File: src/rtl/fpu_div_issue_if.sv
// Handshake and divider-side signal bundle for the divide issue stage.
// The slave modport is the issue stage's view; master is the surrounding FPU and divider.
interface fpu_div_issue_if;
  logic        in_valid;
  logic        in_ready;
  logic [31:0] in_a;
  logic [31:0] in_b;
  logic [31:0] div_a;
  logic [31:0] div_b;
  logic        div_en;
  logic [31:0] div_result;
  logic        out_valid;
  logic        out_ready;
  logic [31:0] out_data;
  logic        out_dz;
  logic        out_invalid;
  logic        busy;

  modport slave (
    input  in_valid, in_a, in_b, div_result, out_ready,
    output in_ready, div_a, div_b, div_en, out_valid, out_data, out_dz, out_invalid, busy
  );

  modport master (
    output in_valid, in_a, in_b, div_result, out_ready,
    input  in_ready, div_a, div_b, div_en, out_valid, out_data, out_dz, out_invalid, busy
  );
endinterface

File: src/rtl/fpu_div_issue.sv
// Issue/capture stage for the multicycle combinational divider: screens special
// operands, holds operands for a settle window, pulses div_en, captures the quotient.
//
// state | meaning
// IDLE  | ready for a request
// WAIT  | operands settling through the divider, counter running down
// FIRE  | div_en high, divider registers its quotient at the end of this cycle
// LATCH | divider output valid, captured into out_data at the end of this cycle
// DONE  | result presented, waiting for out_ready
module fpu_div_issue #(
  parameter int unsigned SETTLE_CYCLES = 4,
  parameter int unsigned CNT_W         = 8
) (
  input logic            clk,
  input logic            rst,
  fpu_div_issue_if.slave bus
);

  typedef enum logic [2:0] {IDLE, WAIT, FIRE, LATCH, DONE} state_t;

  localparam logic [CNT_W-1:0] CNT_LOAD = CNT_W'(SETTLE_CYCLES - 1);
  localparam logic [31:0]      QNAN     = 32'h7FC0_0000;

  state_t           state_q, state_d;
  logic [CNT_W-1:0] cnt_q, cnt_d;
  logic [31:0]      div_a_q, div_a_d;
  logic [31:0]      div_b_q, div_b_d;
  logic [31:0]      out_data_q, out_data_d;
  logic             div_en_q, div_en_d;
  logic             out_dz_q, out_dz_d;
  logic             out_inv_q, out_inv_d;

  logic accept;
  logic a_special, b_special, a_zero, b_zero;

  assign accept    = bus.in_valid && bus.in_ready;
  assign a_special = &bus.in_a[30:23];
  assign b_special = &bus.in_b[30:23];
  assign a_zero    = ~|bus.in_a[30:23];
  assign b_zero    = ~|bus.in_b[30:23];

  always_comb begin
    state_d    = state_q;
    cnt_d      = cnt_q;
    div_a_d    = div_a_q;
    div_b_d    = div_b_q;
    out_data_d = out_data_q;
    out_dz_d   = out_dz_q;
    out_inv_d  = out_inv_q;
    div_en_d   = 1'b0;

    case (state_q)
      IDLE: begin
        if (accept) begin
          div_a_d    = bus.in_a;
          div_b_d    = bus.in_b;
          out_data_d = '0;
          out_dz_d   = 1'b0;
          out_inv_d  = 1'b0;
          if (a_special || b_special) begin
            out_data_d = QNAN;
            out_inv_d  = 1'b1;
            state_d    = DONE;
          end else if (b_zero) begin
            out_dz_d = 1'b1;
            state_d  = DONE;
          end else if (a_zero) begin
            state_d = DONE;
          end else begin
            cnt_d   = CNT_LOAD;
            state_d = WAIT;
          end
        end
      end
      WAIT: begin
        // div_en is registered, so it is raised on the edge that enters FIRE
        if (cnt_q == '0) begin
          state_d  = FIRE;
          div_en_d = 1'b1;
        end else begin
          cnt_d = cnt_q - 1'b1;
        end
      end
      FIRE:  state_d = LATCH;
      LATCH: begin
        out_data_d = bus.div_result;
        state_d    = DONE;
      end
      DONE: begin
        if (bus.out_ready) state_d = IDLE;
      end
      default: state_d = IDLE;
    endcase
  end

  always_ff @(posedge clk) begin
    if (rst) begin
      state_q    <= IDLE;
      cnt_q      <= '0;
      div_a_q    <= '0;
      div_b_q    <= '0;
      div_en_q   <= 1'b0;
      out_data_q <= '0;
      out_dz_q   <= 1'b0;
      out_inv_q  <= 1'b0;
    end else begin
      state_q    <= state_d;
      cnt_q      <= cnt_d;
      div_a_q    <= div_a_d;
      div_b_q    <= div_b_d;
      div_en_q   <= div_en_d;
      out_data_q <= out_data_d;
      out_dz_q   <= out_dz_d;
      out_inv_q  <= out_inv_d;
    end
  end

  assign bus.in_ready    = (state_q == IDLE) && !rst;
  assign bus.div_a       = div_a_q;
  assign bus.div_b       = div_b_q;
  assign bus.div_en      = div_en_q;
  assign bus.out_valid   = (state_q == DONE);
  assign bus.out_data    = out_data_q;
  assign bus.out_dz      = out_dz_q;
  assign bus.out_invalid = out_inv_q;
  assign bus.busy        = (state_q != IDLE);

endmodule

File: src/flat_wrapper.sv
// flat-port wrapper written by rule: the top's interface ports become plain ports
module fpu_div_issue_flat 
#(
  parameter int unsigned SETTLE_CYCLES = 4,
  parameter int unsigned CNT_W         = 8
)
  (clk, rst, bus_in_valid, bus_in_a, bus_in_b, bus_div_result, bus_out_ready, bus_in_ready, bus_div_a, bus_div_b, bus_div_en, bus_out_valid, bus_out_data, bus_out_dz, bus_out_invalid, bus_busy);
  fpu_div_issue_if bus_i ();
  input logic clk;
  input logic rst;
  input wire logic [$bits(bus_i.in_valid)-1:0] bus_in_valid;
  input wire logic [$bits(bus_i.in_a)-1:0] bus_in_a;
  input wire logic [$bits(bus_i.in_b)-1:0] bus_in_b;
  input wire logic [$bits(bus_i.div_result)-1:0] bus_div_result;
  input wire logic [$bits(bus_i.out_ready)-1:0] bus_out_ready;
  output wire logic [$bits(bus_i.in_ready)-1:0] bus_in_ready;
  output wire logic [$bits(bus_i.div_a)-1:0] bus_div_a;
  output wire logic [$bits(bus_i.div_b)-1:0] bus_div_b;
  output wire logic [$bits(bus_i.div_en)-1:0] bus_div_en;
  output wire logic [$bits(bus_i.out_valid)-1:0] bus_out_valid;
  output wire logic [$bits(bus_i.out_data)-1:0] bus_out_data;
  output wire logic [$bits(bus_i.out_dz)-1:0] bus_out_dz;
  output wire logic [$bits(bus_i.out_invalid)-1:0] bus_out_invalid;
  output wire logic [$bits(bus_i.busy)-1:0] bus_busy;
  assign bus_i.in_valid = bus_in_valid;
  assign bus_i.in_a = bus_in_a;
  assign bus_i.in_b = bus_in_b;
  assign bus_i.div_result = bus_div_result;
  assign bus_i.out_ready = bus_out_ready;
  assign bus_in_ready = bus_i.in_ready;
  assign bus_div_a = bus_i.div_a;
  assign bus_div_b = bus_i.div_b;
  assign bus_div_en = bus_i.div_en;
  assign bus_out_valid = bus_i.out_valid;
  assign bus_out_data = bus_i.out_data;
  assign bus_out_dz = bus_i.out_dz;
  assign bus_out_invalid = bus_i.out_invalid;
  assign bus_busy = bus_i.busy;
  fpu_div_issue #(.SETTLE_CYCLES(SETTLE_CYCLES), .CNT_W(CNT_W)) u_core (.clk(clk), .rst(rst), .bus(bus_i));
endmodule
File: config.mk
export PLATFORM = sky130hd
export DESIGN_NAME = fpu_div_issue_flat
export DESIGN_NICKNAME = d
export VERILOG_FILES = /design/src/rtl/fpu_div_issue_if.sv /design/src/rtl/fpu_div_issue.sv /design/src/flat_wrapper.sv
export SDC_FILE = /design/constraint.sdc
export NUM_CORES = 1
export LEC_CHECK = 0
export ABC_CLOCK_PERIOD_IN_PS = 5300
export CORE_AREA = 2 2 101 103
export DETAILED_ROUTE_END_ITERATION = 16
export DIE_AREA = 0 0 103 105
export HOLD_SLACK_MARGIN = 0.08
export PLACE_DENSITY = 0.85
export SLEW_MARGIN = 20
export SYNTH_ARGS = -nofsm -noshare
export SYNTH_HDL_FRONTEND = slang
export SYNTH_SLANG_ARGS = --single-unit
File: constraint.sdc
create_clock -name clk -period 5.3 [get_ports clk]
set_input_delay 0.53 -clock clk [delete_from_list [all_inputs] [get_ports clk]]
set_output_delay 0.53 -clock clk [all_outputs]
set_load 0.03 [all_outputs]
; Word-level counts from Yosys, hierarchy flattened
; Index checks and enable logic that the tools add are counted.
[totals]
ff_bits = 110
inputBits = 100
out_inout_bits = 102
word_cells = 59
[op_classes]
add_sub_neg = 1
n_eq_ne = 11
n_mux = 20
n_bitwise = 1
n_reduce_logical = 18
[ops]
columns = operator, n
row1 = $pmux W32 S2, 1
row2 = $mux W8, 5
row3 = $mux W32, 1
row4 = $mux W31, 1
row5 = $mux W3, 6
row6 = $pmux W8 S2, 1
row7 = $reduce_and A8 Y1, 2
row8 = $reduce_or A8 Y1, 2
row9 = $pmux W3 S5, 1
row10 = $logic_not A8 Y1, 1
row11 = $ne A2 B1 Y1 const B, 4
row12 = $sub A8 B1 Y8 const B, 1
row13 = $eq A3 B2 Y1 const B, 2
row14 = $ne A2 B2 Y1 const B, 3
row15 = $reduce_and A6 Y1, 1
row16 = $mux W1, 4
row17 = $reduce_and A2 Y1, 2
row18 = $reduce_bool A2 Y1, 2
row19 = $eq A3 B1 Y1 const B, 1
row20 = $eq A3 B3 Y1 const B, 1
row21 = $logic_not A3 Y1, 1
row22 = $reduce_and A3 Y1, 1
row23 = $reduce_bool A3 Y1, 1
row24 = $logic_and A1 B1 Y1, 2
row25 = other kinds (4), 4

; Depth between registers and ports, before layout
; Gate-level depths: netlist of the first run.
[logic_depth]
depth_word = 6
mapped_depth = 7

; Worst setup path after synthesis of the first run
; No wires, ideal clock.
[synth_path]
kind = register -> output
start = register u_core.state_q[2]
end = output bus_in_ready
arrival_ps = 1537
required_ps = 4770
slack_ps = 3233
stages_incl_launch_ff = 4
path_buffers = 0
path_cell_list = dfxtp_1 -> nor2_1 -> nand2_1 -> nor2_1
[synth_between]
elab_chain_cells = 2
[synth_lines]
columns = item, line
row1 = from (decl), fpu_div_issue.sv:24  ; state_t state_q, state_d;
row2 = from (signal assigned), fpu_div_issue.sv:107  ; state_q <= state_d;
row3 = $logic_not A3 Y1, fpu_div_issue.sv:118  ; assign bus.in_ready = (state_q == IDLE) && !rst;
row4 = $logic_and A1 B1 Y1, fpu_div_issue.sv:118
row5 = to (decl), flat_wrapper.sv:16  ; output wire logic [$bits(bus_i.in_ready)-1:0] bus_in_ready;
; No other way between the ends.

; Worst setup path in the final report of the first run
; Same ends and word-level chain as after synthesis.

==> results.txt, run 1 <==
----------------------------------------------------
[Drt]
  Count of TritonRoute iterations in the first routing pass ... 4
  Via count normalized by instance count ... around 5.3
  Routed Wire Length ... approximately 13000 um
  Remaining antenna violation count after routing ... 0
  DR WL/cell ... approximately 15 um
  DRC errors left ... 0
  Via count ... approximately 4400
  First-iteration detailed-routing DRC count ... slightly below 200

[Timing]
  Final worst path period share ... 53.82%
  Clock skew ... around 0.013 ns
  Worst-margin pin slew ... around 0.99 ns
  Final-report hold violation count ... 0
  Accumulated negative setup slack ... 0 ns
  Count of final max-slew check failures ... 0
  Setup violators final ... 0
  Unrepaired setup endpoints after global routing ... false
  Final min period ... 2.852 ns
  Slew Limit Headroom ... 34.32%
  Upper clock frequency limit ... between 300 and 400 MHz

[Yosys]
  Number of warnings printed during yosys synthesis ... 0
  Flip-flop and latch count after synthesis ... 110
  Net count after synthesis ... roughly 630
  Number of enable flip-flop cells after synthesis ... 0
  Async S/R FF share, synth ... 0%
  Synthesized area per cell ... between 8 and 9 um^2
  Most instantiated flip-flop cell in the synthesis netlist ... sky130_fd_sc_hd__dfxtp_1
  Library cells used by synthesis ... 44
  Count of mapped cells out of synthesis ... around 530
  Post-synthesis instance area ... roughly 4200 um^2
  Sequential share of the synthesized area ... about 52%

[Layout]
  Finished Core Util ... between 60% and 70%
  Diodes inserted ... 0
  Layout cells sized above 1 ... roughly 4.4%
  Final nets ... 805
  Area Growth Syn to Fin ... 54.38%

[Floorplan]
  Floorplan die area ... roughly 11000 um^2
  # rows ... 36
  Number of placed I/O pins ... 202
  Initial cell density of the core ... 43.70%
  Area of the placeable core ... slightly below 10000 um^2
  Die height ... roughly 110 um
  Width of the die ... between 100 and 150 um

[Power]
  Highest ir drop seen on vdd ... 0.2202 mV
  Cell Pwr Density ... 442.9 nW/um^2
  Leakage Power ... about 0.0026 uW

[Worst setup path]
  CP Class ... flip-flop to output port
  Crit path arrival time ... between 2 and 2.5 ns
  Worst Setup Start Kind ... flip-flop
  Critical Path End Type ... output port
  Peak fanout along the critical path ... 8
  Required time at the worst-slack endpoint ... roughly 4.8 ns

[Clock tree]
  Postcts setup bufs ... 0
  Clock insertion delay at the later pin of the skew report ... 0.37 ns
  Clk slew on worst S/H paths ... 0.11 ns
  Maximum count of clock buffers along a single path ... 2
  CTS Sinks ... 110
  Deepest level of the CTS H-tree ... 3
  Buffer cell driving the clock tree root ... sky130_fd_sc_hd__clkbuf_8
  Clock tree from TritonCTS ... yes
  CTS-repair resized insts ... 0
  Total clock buffers created by CTS ... 9
  Hold Buf Count CTS ... 0

[Global route]
  Number of antenna violations at the first check in global routing ... 0
  Global routing usage summed across all routing layers ... between 20% and 30%
  Vias in the first global route ... between 4000 and 5000
  Overall overflow remaining after global route ... 0
  First-pass GRT wire length ... around 20000 um
  Largest net degree at the start of global routing ... 93

[Placed design]
  Placed wire-length estimate ... 9295 um
  IO Port Bufs ... 201
  Routability congestion estimate ... roughly 0.86

[Outcome]
  Outcome ... completed

[Job]
  MaxCap Viol Count ... 0

[Hold path]
  Hold crit path type ... flip-flop to flip-flop

----------------------------------------------------
[worst max-delay path, cell delays in order (launching register included)]
cell and delay, ns:
sky130_fd_sc_hd__dfxtp_1 0.37, sky130_fd_sc_hd__nor2_1 0.59, sky130_fd_sc_hd__nand2_1 0.20, sky130_fd_sc_hd__nor2_1 0.12
sky130_fd_sc_hd__clkdlybuf4s50_1 0.68
[cell usage in the layout (no fill, tap or decap), types with 2 or more instances in the layout]
| cell type | n |
|---|---|
| sky130_fd_sc_hd__o41ai_1 | 2 |
| sky130_fd_sc_hd__o211ai_1 | 2 |
| sky130_fd_sc_hd__a211oi_1 | 2 |
| sky130_fd_sc_hd__nor4_1 | 3 |
| sky130_fd_sc_hd__buf_4 | 3 |
| sky130_fd_sc_hd__a22oi_1 | 10 |
| sky130_fd_sc_hd__clkdlybuf4s50_1 | 201 |
| sky130_fd_sc_hd__nor2_4 | 2 |
| sky130_fd_sc_hd__nand2_1 | 162 |
| sky130_fd_sc_hd__o21ai_1 | 3 |
| sky130_fd_sc_hd__a21oi_1 | 39 |
| sky130_fd_sc_hd__a221oi_1 | 2 |
| sky130_fd_sc_hd__nor2_1 | 14 |
| sky130_fd_sc_hd__a31oi_1 | 2 |
| sky130_fd_sc_hd__inv_1 | 3 |
| sky130_fd_sc_hd__a32o_1 | 3 |
| sky130_fd_sc_hd__nand4_1 | 5 |
| sky130_fd_sc_hd__nor3_1 | 5 |
| sky130_fd_sc_hd__or4_1 | 6 |
| sky130_fd_sc_hd__nand3_1 | 87 |
| sky130_fd_sc_hd__or2_2 | 2 |
| sky130_fd_sc_hd__nand2_4 | 2 |
| sky130_fd_sc_hd__clkbuf_8 | 9 |
| sky130_fd_sc_hd__ha_1 | 2 |
| sky130_fd_sc_hd__clkinvlp_4 | 2 |
| sky130_fd_sc_hd__bufinv_16 | 2 |
| sky130_fd_sc_hd__dfxtp_1 | 110 |
[cells in the mapped netlist, drive strengths merged (2+ instances only)]
| cell | number | area share, % |
|---|---|---|
| or4 | 7 | 1.3 |
| clkbuf | 20 | 1.8 |
| a31oi | 2 | 0.30 |
| o211ai | 2 | 0.36 |
| ha | 2 | 0.59 |
| o41ai | 2 | 0.42 |
| nand2 | 164 | 15 |
| o21ai | 4 | 0.47 |
| dfxtp | 110 | 52 |
| a22oi | 10 | 1.8 |
| nor4 | 4 | 0.95 |
| nor3 | 5 | 0.59 |
| a211oi | 2 | 0.36 |
| or2 | 2 | 0.30 |
| nor2 | 17 | 1.7 |
| inv | 5 | 0.45 |
| a32o | 3 | 0.71 |
| buf | 17 | 1.8 |
| nand4 | 5 | 0.74 |
| a221oi | 2 | 0.42 |
| a21oi | 39 | 4.6 |
| nand3 | 88 | 11 |
[state kept, by name, summed over array words and instances, names as in the netlist]
signal	flops
u_core.cnt_q	8
u_core.bus.div_b	32
u_core.bus.out_invalid	1
u_core.bus.div_en	1
u_core.bus.div_a	32
u_core.state_q	3
u_core.bus.out_data	32
u_core.bus.out_dz	1
[routing by layer]
| layer | vias up | GRT usage, % | wire length (um) |
|---|---|---|---|
| li1 | 2147 | - | - |
| met1 | 2062 | 27.51 | 5144 |
| met2 | 196 | 39.10 | 6193 |
| met3 | 18 | 8.763 | 1287 |
| met4 | 0 | 7.895 | 244 |
| met5 | - | 0 | 0 |
[where the power goes]
part           leakage (uW)  switching [uW]  internal (uW)  total, uW
Clock              0.000105             286            271        557
Combinational       0.00157             712            499       1210
Sequential         0.000899             129            985       1110
[cell type report]
cell class,instances,area (um^2)
timing repair buffer,204,2034
clock buffer,10,127.6
inverter,5,20.02
multi-input combinational,373,1858
fill,799,3136
sequential,110,2202
clock inverter,6,95.09
tap,133,166.4
[final timing paths]
check / from / to / slack (ns) / cells past startpoint
min reg2reg: u_core.bus.div_b[27] / u_core.bus.div_b[27] / 0.46 / 2
min: u_core.bus.div_b[27] / u_core.bus.div_b[27] / 0.46 / 2
max reg2reg: u_core.state_q[2] / u_core.bus.out_dz / 2.87 / 5
max: u_core.state_q[2] / bus_in_ready / 2.45 / 4
[cell families (layout without fill, tap and decap cells)]
group           count (synthesis)  count (layout)  share of synthesized area [%]
simple gates                  298             298                          32.20
flops                         110             110                          52.27
compound gates                 72              72                          10.69
buf+inv                        42             225                          4.039
fa+ha+maj                       2               2                         0.5939
xor+xnor                        1               1                         0.2079
[per-stage QoR]
step | area, um^2 | worst slack, ns | hold slack [ns] | power (uW) | instances
floorplan | 4213 | 3.233 | 0.4915 | 1878 | 525
global placement | 6280 | 2.248 | 0.4403 | 2308 | 825
detailed placement | 6280 | 2.191 | 0.4437 | 2339 | 825
CTS | 6502 | 2.432 | 0.4592 | 2894 | 841
global route | 6504 | 2.264 | 0.4741 | 3049 | 841
finish | 6504 | 2.448 | 0.4595 | 2881 | 841
Note: power is estimated with default switching activity, not from simulation.
==> run 2: changes to the inputs <==
--- a/config.mk
+++ b/config.mk
@@ -5,12 +5,12 @@
 export SDC_FILE = /design/constraint.sdc
 export NUM_CORES = 1
 export LEC_CHECK = 0
-export ABC_CLOCK_PERIOD_IN_PS = 5300
-export CORE_AREA = 2 2 101 103
+export ABC_CLOCK_PERIOD_IN_PS = 2900
+export CORE_AREA = 2 2 105 107
 export DETAILED_ROUTE_END_ITERATION = 16
-export DIE_AREA = 0 0 103 105
+export DIE_AREA = 0 0 107 109
 export HOLD_SLACK_MARGIN = 0.08
-export PLACE_DENSITY = 0.85
+export PLACE_DENSITY = 0.79
 export SLEW_MARGIN = 20
 export SYNTH_ARGS = -nofsm -noshare
 export SYNTH_HDL_FRONTEND = slang
==> constraint.sdc (replaced) <==
create_clock -name clk -period 2.9 [get_ports clk]
set_input_delay 0.29 -clock clk [delete_from_list [all_inputs] [get_ports clk]]
set_output_delay 0.29 -clock clk [all_outputs]
set_load 0.03 [all_outputs]
==> results.txt, run 2 (synthesized netlist as in run 1, its figures left out) <==
----------------------------------------------------
[Clock tree]
  Total clock buffers created by CTS ... 9
  Maximum count of clock buffers along a single path ... 2
  Buffer cell driving the clock tree root ... sky130_fd_sc_hd__clkbuf_8
  Clk slew on worst S/H paths ... around 0.1 ns
  Clock insertion delay at the later pin of the skew report ... ~0.37 ns
  CTS-repair resized insts ... 0
  Deepest level of the CTS H-tree ... 3
  Clock tree from TritonCTS ... yes
  Hold Buf Count CTS ... 0
  Postcts setup bufs ... 0
  CTS Sinks ... 110

[Worst setup path]
  CP Class ... flip-flop to output port
  Critical Path End Type ... output port
  Crit path arrival time ... roughly 2.0 ns
  Worst Setup Start Kind ... flip-flop
  Required time at the worst-slack endpoint ... about 2.6 ns
  Peak fanout along the critical path ... 13

[Placed design]
  Post-Place Worst Slack ... between 0.6 and 0.7 ns
  Routability congestion estimate ... between 0.8 and 0.9
  IO Port Bufs ... 201
  Placed wire-length estimate ... between 9000 and 10000 um
  Cell total after placement ... 840

[Layout]
  Count of non-filler cells in the finished layout ... ~860
  Commonest non-fill, non-tap cell in the layout ... sky130_fd_sc_hd__clkdlybuf4s50_1
  Layout cells sized above 1 ... about 5.5%
  Area Growth Syn to Fin ... 56.37%
  Diodes inserted ... 0
  Highest-count cells in the layout ignoring fill and taps ... sky130_fd_sc_hd__clkdlybuf4s50_1 (201), sky130_fd_sc_hd__nand2_1 (162), sky130_fd_sc_hd__dfxtp_1 (110)
  Final nets ... around 810

[Drt]
  DRC errors left ... 0
  Via count ... ~4400
  Via count normalized by instance count ... between 5 and 6
  Routed Wire Length ... ~13000 um
  First-iteration detailed-routing DRC count ... 312
  Count of TritonRoute iterations in the first routing pass ... 5
  Remaining antenna violation count after routing ... 0
  DR WL/cell ... ~15 um

[Floorplan]
  Area of the placeable core ... 10600 um^2
  Width of the die ... 107 um
  Die height ... 109 um
  Floorplan die area ... about 12000 um^2
  Initial cell density of the core ... 39.73%
  # rows ... 38
  Number of placed I/O pins ... around 200

[Timing]
  Clock skew ... 0.01144 ns
  Accumulated negative setup slack ... 0 ns
  Slew Limit Headroom ... between 40% and 50%
  Unrepaired setup endpoints after global routing ... false
  Post-route worst setup slack ... 0.5707 ns
  Final-report hold violation count ... 0
  Count of final max-slew check failures ... 0
  Final worst path period share ... approximately 80%
  Worst hold slack after final layout ... between 0.4 and 0.5 ns
  Final min period ... approximately 2.3 ns
  Upper clock frequency limit ... 429.3 MHz
  Setup violators final ... 0
  Worst-margin pin slew ... around 0.75 ns

[Global route]
  Global routing usage summed across all routing layers ... between 20% and 30%
  First-pass GRT wire length ... approximately 20000 um
  Number of antenna violations at the first check in global routing ... 0
  Largest net degree at the start of global routing ... 48
  Vias in the first global route ... between 4000 and 5000
  Overall overflow remaining after global route ... 0

[Power]
  Cell Pwr Density ... between 800 and 900 nW/um^2
  Leakage Power ... 0.002622 uW
  Highest ir drop seen on vdd ... 0.3833 mV

[Outcome]
  Outcome ... completed

[Job]
  MaxCap Viol Count ... 0

[Hold path]
  Hold crit path type ... input pin to flip-flop

----------------------------------------------------
run 2: metrics by stage:
step	total power, uW	cell area, um^2	utilization (%)
floorplan	3432	4213	-
global placement	4244	6344	59.83
detailed placement	4323	6344	59.83
CTS	5444	6588	62.13
global route	5711	6588	62.13
finish	5406	6588	62.13
run 2: where the power goes:
group / internal (uW) / switching, uW
logic: 935 / 1320
registers: 1800 / 239
clock network: 596 / 517
total: 3330 / 2080
run 2: routing by layer:
layer,up-vias,track usage (%),routed length (um)
li1,2160,-,-
met1,2005,24.79,5200
met2,229,37.63,6236
met3,15,7.412,1255
met4,0,8.442,204
met5,-,0,0
run 2: final timing paths:
check / startpoint / to / slack (ns) / depth (start not counted)
max: u_core.state_q[0] / bus_busy / 0.57 / 3
min: bus_in_b[16] / u_core.bus.div_b[16] / 0.45 / 3
max reg2reg: u_core.state_q[0] / u_core.bus.out_data[22] / 0.84 / 5
min reg2reg: u_core.bus.div_a[1] / u_core.bus.div_a[1] / 0.46 / 2
run 2: final cells by class:
cell class / instances / area, um^2
Clock buffer: 10 / 137.6
Timing Repair Buffer: 212 / 2095
Multi-Input combinational cell: 373 / 1853
Clock inverter: 5 / 106.4
Sequential cell: 110 / 2202
Tap cell: 140 / 175.2
Inverter: 5 / 18.77
Fill cell: 901 / 4015
run 2: critical path, cell delays in order (launching register included):
cell	delay (ns)
sky130_fd_sc_hd__dfxtp_1	0.67
sky130_fd_sc_hd__inv_2	0.13
sky130_fd_sc_hd__nand2_1	0.17
sky130_fd_sc_hd__clkdlybuf4s50_1	0.69
